$ cat config.mk
export PLATFORM = sky130hd
export DESIGN_NAME = seg7_scan_mux
export DESIGN_NICKNAME = d
export VERILOG_FILES = /design/src/rtl/seg7_scan_mux.sv
export SDC_FILE = /design/constraint.sdc
export NUM_CORES = 1
export LEC_CHECK = 0
export BUFFER_PORTS_ARGS = -buffer_cell sky130_fd_sc_hd__clkbuf_2
export CORE_UTILIZATION = 55
export DETAILED_ROUTE_END_ITERATION = 7
export GPL_TIMING_DRIVEN = 0
export HOLD_SLACK_MARGIN = 0.06
export PLACE_DENSITY = 0.82
export REMOVE_ABC_BUFFERS = 1
export SYNTH_ARGS = -nofsm -noshare
export SYNTH_HDL_FRONTEND = slang
export SYNTH_SLANG_ARGS = --single-unit
$ cat constraint.sdc
create_clock -name CLK -period 4.2 [get_ports CLK]
set_clock_uncertainty 0.05 [all_clocks]
set_input_delay 0.84 -clock CLK [delete_from_list [all_inputs] [get_ports CLK]]
set_output_delay 0.84 -clock CLK [all_outputs]
set_load 0.02 [all_outputs]
$ cat src/rtl/seg7_scan_mux.sv
// seg7_scan_mux: time-multiplexed hex 7-segment driver with dead time and PWM dimming.
// Ports:
//   CLK        - clock; all state updates on its rising edge
//   RST        - asynchronous active-high reset
//   value      - 4*DIGITS hex nibbles, nibble i drives digit i (digit 0 rightmost)
//   dp         - DIGITS decimal points, bit i drives digit i
//   load       - captures value/dp into the pending register
//   brightness - PWM duty, 0 dimmest, 15 full
//   seg        - segments {a,b,c,d,e,f,g}, a is MSB
//   seg_dp     - decimal point segment
//   dig_en     - one-hot digit enable
//   frame_done - one-cycle pulse after the last digit of each scan
// Optional feature: define SEG7_LZS_EN to blank leading-zero digits.
module seg7_scan_mux #(
    parameter int DIGITS         = 4,
    parameter int SCAN_DIV       = 64,
    parameter int BLANK_CYCLES   = 2,
    parameter int SEG_ACTIVE_LOW = 0,
    parameter int EN_ACTIVE_LOW  = 0
) (
    input  logic                  CLK,
    input  logic                  RST,
    input  logic [4*DIGITS-1:0]   value,
    input  logic [DIGITS-1:0]     dp,
    input  logic                  load,
    input  logic [3:0]            brightness,
    output logic [6:0]            seg,
    output logic                  seg_dp,
    output logic [DIGITS-1:0]     dig_en,
    output logic                  frame_done
);
    localparam int IW = DIGITS > 1 ? $clog2(DIGITS) : 1;
    localparam logic [6:0] SEG_OFF = SEG_ACTIVE_LOW != 0 ? 7'h7f : 7'h00;
    localparam logic DP_OFF = SEG_ACTIVE_LOW != 0;
    localparam logic [DIGITS-1:0] EN_OFF = EN_ACTIVE_LOW != 0 ? '1 : '0;
    localparam logic [6:0] HEX [16] = '{
        7'b1111110, 7'b0110000, 7'b1101101, 7'b1111001,
        7'b0110011, 7'b1011011, 7'b1011111, 7'b1110000,
        7'b1111111, 7'b1111011, 7'b1110111, 7'b0011111,
        7'b1001110, 7'b0111101, 7'b1001111, 7'b1000111
    };

    typedef enum logic {BLANK, DRIVE} state_t;

    state_t              state, state_n;
    logic [IW-1:0]       idx, idx_n;
    logic [15:0]         phase, phase_n;
    logic [3:0]          pwm;
    logic [4*DIGITS-1:0] pend_val, disp_val;
    logic [DIGITS-1:0]   pend_dp, disp_dp;
    logic                wrap, frame_evt;
    logic [3:0]          nib;
    logic                lz, lit, dp_c;
    logic [6:0]          seg_c;
    logic [DIGITS-1:0]   en_c;

    always_comb begin
        state_n = state;
        idx_n   = idx;
        phase_n = phase + 16'd1;
        wrap    = 1'b0;
        if (state == BLANK) begin
            if (BLANK_CYCLES == 0 || phase == 16'(BLANK_CYCLES - 1)) begin
                state_n = DRIVE;
                phase_n = '0;
            end
        end else if (phase == 16'(SCAN_DIV - 1)) begin
            // with no dead time the next digit is driven straight away
            state_n = BLANK_CYCLES == 0 ? DRIVE : BLANK;
            phase_n = '0;
            wrap    = idx == IW'(DIGITS - 1);
            idx_n   = wrap ? '0 : idx + 1'b1;
        end
    end

    always_ff @(posedge CLK or posedge RST) begin
        if (RST) begin
            state     <= BLANK;
            idx       <= '0;
            phase     <= '0;
            pwm       <= '0;
            pend_val  <= '0;
            pend_dp   <= '0;
            disp_val  <= '0;
            disp_dp   <= '0;
            frame_evt <= 1'b0;
        end else begin
            state     <= state_n;
            idx       <= idx_n;
            phase     <= phase_n;
            pwm       <= pwm + 4'd1;
            frame_evt <= wrap;
            if (load) {pend_val, pend_dp} <= {value, dp};
            // a load coinciding with the wrap goes straight to the display
            if (wrap) {disp_val, disp_dp} <= load ? {value, dp} : {pend_val, pend_dp};
        end
    end

    always_comb begin
        nib = disp_val[{idx, 2'b00} +: 4];
`ifdef SEG7_LZS_EN
        // blank when this nibble and every higher one is zero
        lz = idx != '0 && (disp_val >> {idx, 2'b00}) == '0;
`else
        lz = 1'b0;
`endif
        lit   = state == DRIVE && pwm <= brightness;
        seg_c = lit && !lz ? HEX[nib] : 7'h00;
        dp_c  = lit && disp_dp[idx];
        en_c  = state == DRIVE ? DIGITS'(1) << idx : '0;
    end

    always_ff @(posedge CLK or posedge RST) begin
        if (RST) begin
            seg        <= SEG_OFF;
            seg_dp     <= DP_OFF;
            dig_en     <= EN_OFF;
            frame_done <= 1'b0;
        end else begin
            seg        <= seg_c ^ SEG_OFF;
            seg_dp     <= dp_c ^ DP_OFF;
            dig_en     <= en_c ^ EN_OFF;
            frame_done <= frame_evt;
        end
    end
endmodule
==> metrics.md <==
| Metric | Value |
|---|---|
| Postcts setup bufs | 0 |
| Setup TNS | 0 ns |
| Worst slew margin | 51.9% |
| Most common flop cell mapped by yosys | dfrtp_1 |
| # IOs | 40 |
| Seq/Total Area, Yosys | 52.7% |
| Overflow after GRT | 0 |
| Final period util | 56.7% |
| WHS | 0.299 ns |
| HP Class | register to register |
| Startpoint types | register |
| # resized after CTS | 0 |
| Drt first-iter violations | 64 |
| Crit Reg-Reg Endpoint | seg[3] |
| R2R Setup Slk | 1.82 ns |
| Largest net degree at the start of global routing | 61 |
| Hold depth | 0 |
| Global-route wire length before repair | 10.3 mm |
| CP Max Fanout | 10 |
| DRC | 0 |
| Antenna cells | 0 |
| Post-synth EDFFs | 0 |
| Register-to-Register Path Depth | 6 |
| Clk sinks | 77 |
| Leak Pwr | 1.94 nW |
| Hold Vio Cnt, Final | 0 |
| Area of the multi-input gates | 0.00159 mm² |
| Synth warnings | 0 |
| H-tree Lvls | 3 |
| Vias in the first global route | 2200 |
| Vias per cell | 5.39 |
| Total power | 1.41 mW |
| Share of the synthesized area in the top cell type | 52.7% |
| CTS root buf | clkbuf_8 |
| Worst EP arrival | 2.62 ns |
| Pins Over Slew Limit | 0 |
| Antenna violations before repair | 0 |
| Wire per inst | 14.6 µm |
| Max-Cap Viols | 0 |
| Status | complete, no violations |
| Hold Startpoint | frame_evt |
| Async S/R FF share, synth | 100% |
| FF+latch area | 0.00193 mm² |
| CP Class | register to register |
| Total GRT Usage | 19.2% |
| Synth Register Bits | 77 |
| Vias after detailed routing | 2162 |
| CTS tree | done |
| Worst-path clk slew | 0.08 ns |
| HPWL after DPL | 4.15 mm |
| Worst VDD drop | 0.268 mV |
| First-pass iteration count of the detailed router | 4 |
| Fmax | 420 MHz |
| Core area | 0.00639 mm² |
| Worst-margin pin slew | 0.719 ns |
| Design area | 0.00409 mm² |
| Top post-synthesis cells by area | dfrtp_1, mux2_2, ha_1, mux2_4, mux4_2 |
| WL final | 5.87 mm |
| Gpl congestion | 0.776 |
| Die width | 83.5 µm |
| # hold bufs at CTS | 0 |
| Cells after synthesis | 278 |
| Initial Util | 57.2% |
| Synth cell types | 40 |
| Area delta synth->final | 12.0% |
| Die area | 0.00698 mm² |
| Syn_area_per_cell | 13.2 µm² |
| Yosys top cell by area | dfrtp_1 |
| Worst path required time | 4.43 ns |
| Final setup fails | 0 |
| Pwr Density | 344 mW/mm² |
| # rows | 29 |
| Post-Place Cell Area | 0.00389 mm² |
| Port Buffers | 39 |
| Routed Antenna Nets | 0 |
| Fillers | 478 |
| Nets | 363 |
| Worst Hold End | frame_done |
| Inserted Clock Buffers | 9 |
| CP Launch Point | idx[0] |
| Final min period | 2.38 ns |
| Layout cells sized above 1 | 34.6% |
| RSZ-0062 raised after global routing | no |
| FF-to-FF Start | idx[0] |
| Die Span Y | 83.5 µm |
| Clk buf depth | 2 |
| Clock insertion delay at the later pin of the skew report | 0.36 ns |
| Netlist Area Pre-Place | 0.00366 mm² |
| Crit end category | register |
[layout make-up]
cell class / instances / share of cell area (%)
multi-input combinational: 177 / 38.8
timing repair buffer: 40 / 5.44
tap: 77 / 2.35
clock buffer: 9 / 3.03
sequential: 77 / 47.1
inverter: 14 / 1.34
clock inverter: 7 / 1.96
[stage by stage]
stage               setup WS (ns)  instances  utilization (%)
finish                       1.82        401             64.1
global route                 1.67        401             64.1
CTS                          1.79        401             64.1
detailed placement           1.75        385             60.9
global placement            0.564        384             60.4
floorplan                    1.34        268                -
[power breakdown]
group | switching (mW) | total (mW) | internal (mW)
clock | 0.290 | 0.573 | 0.282
combinational | 0.0364 | 0.0691 | 0.0326
sequential | 0.00507 | 0.766 | 0.761
total | 0.332 | 1.41 | 1.08
[critical path: stages, from the launching register on]
cell and delay (ns):
dfrtp_1 0.66, mux4_2 0.65, inv_1 0.18, ha_1 0.19
inv_1 0.04, mux4_2 0.45, nor2_1 0.09
[flip-flops by register name (all words and copies together) (netlist names), 2 cells and up]
name and flops:
disp_val 16, pend_val 16, phase 16, seg 7, dig_en 4, disp_dp 4, pend_dp 4, pwm 4
idx 2
[cells in the final DEF, fill, tap and decap left out, types with 2 or more instances in the layout]
cell type and count:
a31oi_1 2, and4_1 2, nor3_1 8, xor2_1 10
nand2_1 10, dfrtp_1 77, clkbuf_2 39, a221oi_1 3
mux2i_4 2, clkinvlp_4 2, ha_1 17, inv_1 12
o21ai_0 8, nand4_1 3, a311oi_1 2, nor2_1 21
nand3_1 7, nor2b_1 2, inv_6 4, and2_1 5
mux2i_1 6, mux2_2 34, clkbuf_8 9, mux2_4 10
nor4_1 2, mux4_2 4, xnor2_1 7, and3_1 2
[cells in the mapped netlist (4+ instances only)]
cell,instances
mux2i_1,6
xor2_1,10
mux2_2,34
nand3_1,7
clkbuf_1,4
and2_1,5
dfrtp_1,77
nand2_1,10
o21ai_0,8
nor3_1,8
ha_1,17
nor2_1,21
inv_1,13
xnor2_1,7
mux2_4,10
mux4_2,4
[cells by family (layout without fill, tap and decap cells)]
logic type      count (synthesis)  after routing  synth area share, %
mux                            57             57                 20.6
xor+xnor                       17             17                 4.07
fa+ha+maj                      17             17                 5.82
simple gates                   67             67                 9.45
compound gates                 19             19                 3.49
flops                          77             77                 52.7
buf+inv                        24             70                 3.83
[routing by layer]
| layer | global-route usage [%] | share of wire [%] |
|---|---|---|
| met4 | 8.47 | 2.1 |
| met3 | 5.93 | 3.5 |
| met5 | 0 | 0 |
| met2 | 30.7 | 48 |
| met1 | 24.2 | 46 |
[how the worst max path moves through the flow]
stage / end / slack (ns) / cells past startpoint
finish: seg[3] / 1.82 / 6
global route: seg[3] / 1.67 / 6
CTS: seg[3] / 1.79 / 6
detailed placement: seg[6] / 1.75 / 7
global placement: frame_done / 0.56 / 2
floorplan: dig_en[0] / 1.34 / 1
(Power assumes the default switching activity.)
